<file path="config.mk">
export PLATFORM = sky130hd
export DESIGN_NAME = c4_turn_controller
export DESIGN_NICKNAME = d
export VERILOG_FILES = /design/src/rtl/c4_pkg.sv /design/src/rtl/c4_column_heights.sv /design/src/rtl/c4_turn_controller.sv
export SDC_FILE = /design/constraint.sdc
export NUM_CORES = 1
export LEC_CHECK = 0
export BUFFER_PORTS_ARGS = -buffer_cell sky130_fd_sc_hd__buf_4
export CORE_UTILIZATION = 35
export CTS_BUF_LIST = sky130_fd_sc_hd__clkbuf_4
export CTS_CLUSTER_SIZE = 24
export DETAILED_ROUTE_END_ITERATION = 7
export HOLD_SLACK_MARGIN = 0.1
export MAX_ROUTING_LAYER = met4
export SLEW_MARGIN = 0
export SYNTH_ARGS = -nofsm -noshare
export SYNTH_HDL_FRONTEND = slang
export SYNTH_HIERARCHICAL = 1
export SYNTH_SLANG_ARGS = --single-unit
</file>
<file path="constraint.sdc">
create_clock -name Clk -period 5.6 [get_ports Clk]
set_input_delay 1.12 -clock Clk [delete_from_list [all_inputs] [get_ports Clk]]
set_output_delay 1.12 -clock Clk [all_outputs]
set_load 0.05 [all_outputs]
</file>
<file path="src/rtl/c4_pkg.sv">
// Shared Connect-4 definitions: board size defaults, state and player encodings.
package c4_pkg;

    localparam int unsigned COLS_DEF = 7;
    localparam int unsigned ROWS_DEF = 6;

    // Width of column pointers and row indices.
    localparam int unsigned PW = 3;

    // One-hot state encoding; the bits drive the q_* flags directly.
    typedef enum logic [7:0] {
        StStart   = 8'b0000_0001,
        StP1Move  = 8'b0000_0010,
        StP1Place = 8'b0000_0100,
        StP1Win   = 8'b0000_1000,
        StP2Move  = 8'b0001_0000,
        StP2Place = 8'b0010_0000,
        StP2Win   = 8'b0100_0000,
        StDraw    = 8'b1000_0000
    } state_e;

    typedef enum logic {
        PlayerP1 = 1'b0,
        PlayerP2 = 1'b1
    } player_e;

endpackage

</file>
<file path="src/rtl/c4_column_heights.sv">
// Per-column fill heights plus a running count of completely filled columns.
module c4_column_heights
    import c4_pkg::*;
#(
    parameter int unsigned COLS = COLS_DEF,
    parameter int unsigned ROWS = ROWS_DEF
) (
    input  logic          clk,
    input  logic          rst,
    input  logic          clear,
    input  logic          inc,
    input  logic [PW-1:0] col,
    output logic [PW-1:0] height,
    output logic          full,
    output logic [PW-1:0] full_columns
);

    logic [PW-1:0] heights_q [COLS];
    logic [PW-1:0] heights_d [COLS];
    logic [PW-1:0] full_cnt_q;
    logic [PW-1:0] full_cnt_d;

    // Select the height of the addressed column.
    always_comb begin
        height = '0;
        for (int unsigned i = 0; i < COLS; i++) begin
            if (col == PW'(i)) begin
                height = heights_q[i];
            end
        end
    end

    assign full         = (height == PW'(ROWS));
    assign full_columns = full_cnt_q;

    // Next heights; the full counter bumps on the same update that tops out a column.
    always_comb begin
        heights_d  = heights_q;
        full_cnt_d = full_cnt_q;
        if (clear) begin
            for (int unsigned i = 0; i < COLS; i++) begin
                heights_d[i] = '0;
            end
            full_cnt_d = '0;
        end else if (inc && !full) begin
            for (int unsigned i = 0; i < COLS; i++) begin
                if (col == PW'(i)) begin
                    heights_d[i] = heights_q[i] + 1'b1;
                end
            end
            if (height == PW'(ROWS - 1)) begin
                full_cnt_d = full_cnt_q + 1'b1;
            end
        end
    end

    // Height and full-count registers.
    always_ff @(posedge clk or posedge rst) begin
        if (rst) begin
            for (int unsigned i = 0; i < COLS; i++) begin
                heights_q[i] <= '0;
            end
            full_cnt_q <= '0;
        end else begin
            heights_q  <= heights_d;
            full_cnt_q <= full_cnt_d;
        end
    end

endmodule

</file>
<file path="src/rtl/c4_turn_controller.sv">
// Connect-4 turn sequencer: game FSM, column pointer, board write and win-check handshake.
module c4_turn_controller
    import c4_pkg::*;
#(
    parameter int unsigned COLS = COLS_DEF,
    parameter int unsigned ROWS = ROWS_DEF
) (
    input  logic          Clk,
    input  logic          Reset,
    input  logic          Start_Ack,
    input  logic          Left_b,
    input  logic          Right_b,
    input  logic          Down_b,
    input  logic          chk_done,
    input  logic          chk_win,
    output logic [PW-1:0] p_pointer,
    output logic [PW-1:0] full_columns,
    output logic          wr_en,
    output logic [PW-1:0] wr_col,
    output logic [PW-1:0] wr_row,
    output logic          wr_player,
    output logic          chk_req,
    output logic          q_start,
    output logic          q_p1_move,
    output logic          q_p1_place,
    output logic          q_p1_win,
    output logic          q_p2_move,
    output logic          q_p2_place,
    output logic          q_p2_win,
    output logic          q_draw
);

    state_e        state_q, state_d;
    logic [PW-1:0] ptr_q, ptr_d;
    logic          wr_en_q, wr_en_d;
    logic [PW-1:0] wr_col_q, wr_col_d;
    logic [PW-1:0] wr_row_q, wr_row_d;
    logic          wr_player_q, wr_player_d;
    logic          chk_req_q, chk_req_d;
    logic          clear, inc;
    logic [PW-1:0] height;
    logic          col_full;
    logic [7:0]    state_bits;

    c4_column_heights #(
        .COLS (COLS),
        .ROWS (ROWS)
    ) u_heights (
        .clk          (Clk),
        .rst          (Reset),
        .clear        (clear),
        .inc          (inc),
        .col          (ptr_q),
        .height       (height),
        .full         (col_full),
        .full_columns (full_columns)
    );

    // Next-state, pointer, write and handshake logic.
    always_comb begin
        state_d     = state_q;
        ptr_d       = ptr_q;
        wr_en_d     = 1'b0;
        wr_col_d    = wr_col_q;
        wr_row_d    = wr_row_q;
        wr_player_d = wr_player_q;
        chk_req_d   = chk_req_q;
        clear       = 1'b0;
        inc         = 1'b0;
        unique case (state_q)
            StStart: begin
                if (Start_Ack) begin
                    clear   = 1'b1;
                    ptr_d   = PW'(3);
                    state_d = StP1Move;
                end
            end
            StP1Move, StP2Move: begin
                // Down_b wins over movement even when the drop is refused.
                if (Down_b) begin
                    if (!col_full) begin
                        inc         = 1'b1;
                        wr_en_d     = 1'b1;
                        wr_col_d    = ptr_q;
                        wr_row_d    = height;
                        wr_player_d = (state_q == StP2Move) ? PlayerP2 : PlayerP1;
                        state_d     = (state_q == StP1Move) ? StP1Place : StP2Place;
                    end
                end else if (Left_b && !Right_b) begin
                    if (ptr_q != '0) begin
                        ptr_d = ptr_q - 1'b1;
                    end
                end else if (Right_b && !Left_b) begin
                    if (ptr_q != PW'(COLS - 1)) begin
                        ptr_d = ptr_q + 1'b1;
                    end
                end
            end
            StP1Place, StP2Place: begin
                // Request rises the cycle after the write strobe.
                if (!chk_req_q) begin
                    chk_req_d = 1'b1;
                end else if (chk_done) begin
                    chk_req_d = 1'b0;
                    if (chk_win) begin
                        state_d = (state_q == StP1Place) ? StP1Win : StP2Win;
                    end else if (full_columns == PW'(COLS)) begin
                        state_d = StDraw;
                    end else begin
                        state_d = (state_q == StP1Place) ? StP2Move : StP1Move;
                    end
                end
            end
            StP1Win, StP2Win, StDraw: begin
                if (Start_Ack) begin
                    state_d = StStart;
                end
            end
            default: state_d = StStart;
        endcase
    end

    // State and output registers.
    always_ff @(posedge Clk or posedge Reset) begin
        if (Reset) begin
            state_q     <= StStart;
            ptr_q       <= '0;
            wr_en_q     <= 1'b0;
            wr_col_q    <= '0;
            wr_row_q    <= '0;
            wr_player_q <= 1'b0;
            chk_req_q   <= 1'b0;
        end else begin
            state_q     <= state_d;
            ptr_q       <= ptr_d;
            wr_en_q     <= wr_en_d;
            wr_col_q    <= wr_col_d;
            wr_row_q    <= wr_row_d;
            wr_player_q <= wr_player_d;
            chk_req_q   <= chk_req_d;
        end
    end

    assign state_bits = state_q;
    assign q_start    = state_bits[0];
    assign q_p1_move  = state_bits[1];
    assign q_p1_place = state_bits[2];
    assign q_p1_win   = state_bits[3];
    assign q_p2_move  = state_bits[4];
    assign q_p2_place = state_bits[5];
    assign q_p2_win   = state_bits[6];
    assign q_draw     = state_bits[7];

    assign p_pointer = ptr_q;
    assign wr_en     = wr_en_q;
    assign wr_col    = wr_col_q;
    assign wr_row    = wr_row_q;
    assign wr_player = wr_player_q;
    assign chk_req   = chk_req_q;

endmodule

</file>
## Word-level counts from Yosys, hierarchy flattened

Cells that the tools add are included.

- Flip-flop bits (word level): 44
- Input port bits: 8
- Output and inout port bits: 23
- Word-level logic and storage cells: 132

- Add/subtract/negate cells: 10
- Eq/ne operators: 28
- Mux-type cells: 46
- Bitwise logic cells: 1
- Reductions and logical operators: 32

Operators with widths:

| kind | number |
|---|---|
| $mux 3 | 23 |
| $mux 8 | 8 |
| $mux 21 | 2 |
| $pmux 8 s4 | 1 |
| $add 3x1->3 const B | 9 |
| $reduce_bool 2->1 | 10 |
| $eq 3x3->1 const B | 6 |
| $reduce_and 2->1 | 8 |
| $ne 2x2->1 const B | 7 |
| $ne 3x3->1 const B | 4 |
| $reduce_and 6->1 | 2 |
| $eq 8x1->1 const B | 1 |
| $eq 8x2->1 const B | 1 |
| $eq 8x3->1 const B | 1 |
| $eq 8x4->1 const B | 1 |
| $eq 8x5->1 const B | 1 |
| $eq 8x6->1 const B | 1 |
| $eq 8x7->1 const B | 1 |
| $eq 8x8->1 const B | 1 |
| $mux 1 | 8 |
| $mux 7 | 1 |
| $eq 3x2->1 const B | 2 |
| $mux 6 | 1 |
| $pmux 3 s2 | 1 |
| other kinds (11) | 16 |

## Logic depth before layout (Yosys ltp)

- Word-level depth: 15
- Mapped depth: 13
- Depth with buffers taken out: 9

## By module

Netlist, hierarchy kept.

By module, submodules not included:

| module | instances | cells an instance | area each (um2) | sequential area each (um2) |
|---|---|---|---|---|
| c4_column_heights | 1 | 187 | 1805.5 | 600.6 |
| c4_turn_controller | 1 | 141 | 1222.4 | 501.7 |

## Worst setup path after synthesis

OpenSTA, ideal clock, no wires.

- Path kind: flip-flop to flip-flop
- Start: register ptr_q[0], in the netlist p_pointer[0]
- End: register u_heights/heights_q[12] in the netlist's numbering
- Setup time: 125 ps
- Arrival: 3538 ps
- Data required time: 5475 ps
- Setup slack: 1937 ps
- Stages on the path, launching flop included: 12
- Buffers on the path: 2
- Period minus slack after synthesis: 3663 ps
- Cell sequence: dfrtp_1 -> mux4_2 -> and2_1 -> buf_6 -> a21o_1 -> and3_1 -> nor3b_2 -> clkbuf_1 -> nor2b_1 -> nand2_1 -> a31oi_2 -> mux2_2

- Word-level cells in the longest chain between the ends: 15
- Elaborated cells between the ends (all ways): 23
- Classes of those cells: eq/ne (7); mux (10); reduce/logical (6)

RTL lines:

| item | RTL line | RTL |
|---|---|---|
| from (decl) | c4_turn_controller.sv:34 | `logic [PW-1:0] ptr_q, ptr_d;` |
| from (signal assigned) | c4_turn_controller.sv:135 | `ptr_q <= ptr_d;` |
| $logic_not 3->1 | c4_column_heights.sv:27 | `if (col == PW'(i)) begin` |
| $mux 3 (6 in a row) | c4_column_heights.sv:27 |  |
| $mux 3 * | c4_column_heights.sv:27 |  |
| $eq 3x3->1 * | c4_column_heights.sv:33 | `assign full = (height == PW'(ROWS));` |
| net col_full | c4_turn_controller.sv:42 | `logic col_full;` |
| $mux 1 * | c4_turn_controller.sv:81 | `if (!col_full) begin` |
| $mux 1 * | c4_turn_controller.sv:80 | `if (Down_b) begin` |
| $mux 1 * | c4_turn_controller.sv:70 | `unique case (state_q)` |
| net inc | c4_turn_controller.sv:40 | `logic clear, inc;` |
| $logic_and 1x1->1 * | c4_column_heights.sv:45 | `end else if (inc && !full) begin` |
| $reduce_bool 2->1 (no line) * | n/a |  |
| $reduce_and 2->1 (no line) * | n/a |  |
| to (signal assigned) | c4_column_heights.sv:65 | `heights_q <= heights_d;` |
| to (decl) | c4_column_heights.sv:18 | `logic [PW-1:0] heights_q [COLS];` |

Mark *: on every way through the listed nets, which the timed path passes. The rest lies on a longest branch.
A chain may end at the register's enable or synchronous reset.

## Worst setup path after layout

- Start: register ptr_q[0], in the netlist p_pointer[0]
- End: register u_heights/heights_q[18] in the netlist's numbering

The elaborated chain is that of the path after synthesis.

==> metrics <==
Clock Latency Late Sink about 360 ps; Max H-tree Level 2; worst min-delay path class flop to flop; core area approximately 8300 um2; die area roughly 9000 um2; DRT Wirelength around 6500 um; final hold violation count 0; Die H approximately 95 um; Antenna Nets Post-Route 0; Vias 2374; DP Cell Count 444; die width between 90 and 100 um; Pwr Density approximately 400 nW/um2; CTS tree done; synthesized flop and latch total 44; global-route wire length before repair 11000 um; Vias/cell ~5.3; initial core utilization between 30% and 40%; Final Worst Setup Slack 1520 ps; Max Clock Freq between 200 and 250 MHz; Root Buffer clkbuf_4; mapped cell area 3030 um2; status finished, final reports clean; Main synth FF type dfrtp_1; Worst slew margin between 20% and 30%; antenna cell count 0; Hold Slack around 480 ps; Filler Cells Inserted roughly 830; number of flops mapped to enable cells by yosys 0; port bufs 30; DR WL/cell between 10 and 15 um; cts bufs inserted 5; kind of end point of the critical path flop; max-cap violations 0; Mapped Nets about 350; TritonRoute pass-1 iters 4; P_leak 1.57 nW; Final #Nets 364; final period utilization around 73%; synth warn 6; RSZ-0062 raised after global routing no; Worst Path Required about 6000 ps; Syn Inst Count 328; initial antenna violation count 0; P&R area growth vs syn 10.8%; RePlAce Congestion 0.836; Clock Skew between 20 and 25 ps; Crit Path Max Fanout 22; Post-Place Cell Area between 3000 and 4000 um2; post-route design area roughly 3400 um2; final setup fails 0; sequential element share of the synthesized area a little over a third; setup TNS 0 ps; drt drc 0; syn avg cell area around 9.2 um2; number of global-route vias before repair approximately 2200; CTS max path bufs 2; DP Worst Slack approximately 1600 ps; largest net degree at the start of global routing 50; Post-Layout Cell Count 452; Async SR Flop Fraction between 90% and 100%; synth unique cells 53; io pins 31; drt initial violations about 110; Worst-path clk slew between 100 and 150 ps; DP HPWL 4680 um; CP Class flop to flop; CP startpoint kind flop; layout cell share with drive strength beyond 1 17.9%; total grt overflow 0; Total GRT Usage 16.0%; row cnt 33; maximum VDD drop roughly 0.15 mV; Least-Margin Pin Slew approximately 1100 ps; Critical Path AT roughly 4300 ps; CTS resizes 0; shortest period the worst path allows around 4100 ps; Setup Buffers After CTS 0; CTS sink count between 40 and 50; CTS Hold Bufs 0; Max Slew Vio Count 0
routing by layer:
metal  wire (um)  up-vias  GRT usage, %
met3         154        9          2.47
met2        3080       32          26.4
li1            -     1190             -
met1        3130     1143          20.0
met4          84        0          5.05
met5           0        -             -
state kept, by name, summed over array words and instances (netlist names):
signal / flops
chk_req: 1
wr_en: 1
wr_row: 3
p_pointer: 3
u_heights/full_columns: 3
u_heights/heights_q: 21
state_bits: 8
wr_player: 1
wr_col: 3
layout by cell type (no fill, tap or decap), types with 10 or more instances in the layout:
| cell type | instances |
|---|---|
| a21oi_1 | 10 |
| buf_4 | 31 |
| dfrtp_1 | 43 |
| mux2_1 | 15 |
| mux2i_1 | 13 |
| nand2_1 | 32 |
| nand2b_1 | 20 |
| nand3_1 | 13 |
| nor2_1 | 26 |
| nor2b_1 | 23 |
| o21ai_0 | 17 |
stage by stage:
| step | total power, W | util [%] |
|---|---|---|
| after floorplan | 0.00100 | - |
| after global placement | 0.00113 | 39.4 |
| after detailed placement | 0.00114 | 39.4 |
| after CTS | 0.00136 | 40.4 |
| after global routing | 0.00145 | 40.4 |
| final | 0.00134 | 40.4 |
worst max-delay path, cell delays in order, from the launching register on:
cell	delay (ps)
dfrtp_1	780
mux4_2	580
and2_1	280
a21o_1	250
and3_1	220
nor3b_2	700
nor2b_1	430
nand2_1	120
a31oi_2	230
mux2_2	360
synth_stat cells (2+ instances only):
| library cell | instances | area [um2] |
|---|---|---|
| nand2b_1 | 20 | 125 |
| and3_1 | 3 | 18.8 |
| buf_6 | 3 | 33.8 |
| buf_4 | 4 | 30.0 |
| mux2_2 | 3 | 33.8 |
| a31oi_1 | 6 | 37.5 |
| a311oi_2 | 2 | 30.0 |
| xor2_1 | 4 | 35.0 |
| a31oi_2 | 2 | 25.0 |
| and2_1 | 6 | 37.5 |
| o22a_1 | 2 | 17.5 |
| o21ai_1 | 2 | 10.0 |
| a21oi_1 | 10 | 50.1 |
| buf_2 | 6 | 30.0 |
| mux2i_1 | 13 | 130 |
| mux2_1 | 15 | 169 |
| and3b_1 | 2 | 17.5 |
| o221ai_1 | 2 | 17.5 |
| clkbuf_1 | 7 | 26.3 |
| nor2_1 | 26 | 97.6 |
| a21o_1 | 3 | 22.5 |
| o41ai_1 | 2 | 17.5 |
| inv_1 | 9 | 33.8 |
| nor3_1 | 5 | 25.0 |
| nand3_1 | 13 | 65.1 |
| o21ai_0 | 17 | 85.1 |
| nand4_1 | 5 | 31.3 |
| o21a_1 | 2 | 15.0 |
| o22ai_1 | 2 | 12.5 |
| nor2b_1 | 23 | 144 |
| o31ai_1 | 4 | 30.0 |
| ha_1 | 9 | 113 |
| nand2_1 | 32 | 120 |
| a211oi_2 | 3 | 37.5 |
| dfrtp_1 | 43 | 1080 |
power breakdown:
part	leakage (nW)	internal, W	switching (W)	total (W)
registers	0.592	0.000369	0.000109	0.000478
clock network	0.0463	0.000105	0.000106	0.000210
logic	0.932	0.000232	0.000420	0.000652
total	1.57	0.000705	0.000635	0.00134
cells by family after synthesis:
logic type / count (synthesis) / share of synthesized area [%]
xor gates and xnor gates: 4 / 1.16
AOI/OAI and AO/OA: 65 / 15.6
DFF: 44 / 36.4
muxes: 32 / 11.7
and+or+nand+nor: 143 / 25.5
buffers and inverters: 30 / 5.21
adders and majority gates: 10 / 4.38
final timing paths:
kind | startpoint | endpoint | slack (ps) | cells past startpoint
min reg2reg | wr_col[2] | wr_col[2] | 480 | 2
max | p_pointer[0] | u_heights/heights_q[18] | 1520 | 9
max reg2reg | p_pointer[0] | u_heights/heights_q[18] | 1520 | 9
min in group asynchronous | Reset | state_bits[7] | 900 | 2
min | wr_col[2] | wr_col[2] | 480 | 2
max in group asynchronous | Reset | u_heights/heights_q[15] | 3990 | 2
area by class of cell:
type	instances	area [um2]	share of cell area (%)
multi-input combinational	254	1770	52.7
sequential	44	1100	32.9
timing repair buffer	31	233	6.94
tap	105	131	3.92
clock buffer	7	52.6	1.57
inverter	10	37.5	1.12
clock inverter	1	30.0	0.895
Note: power is estimated with default switching activity, not from simulation.
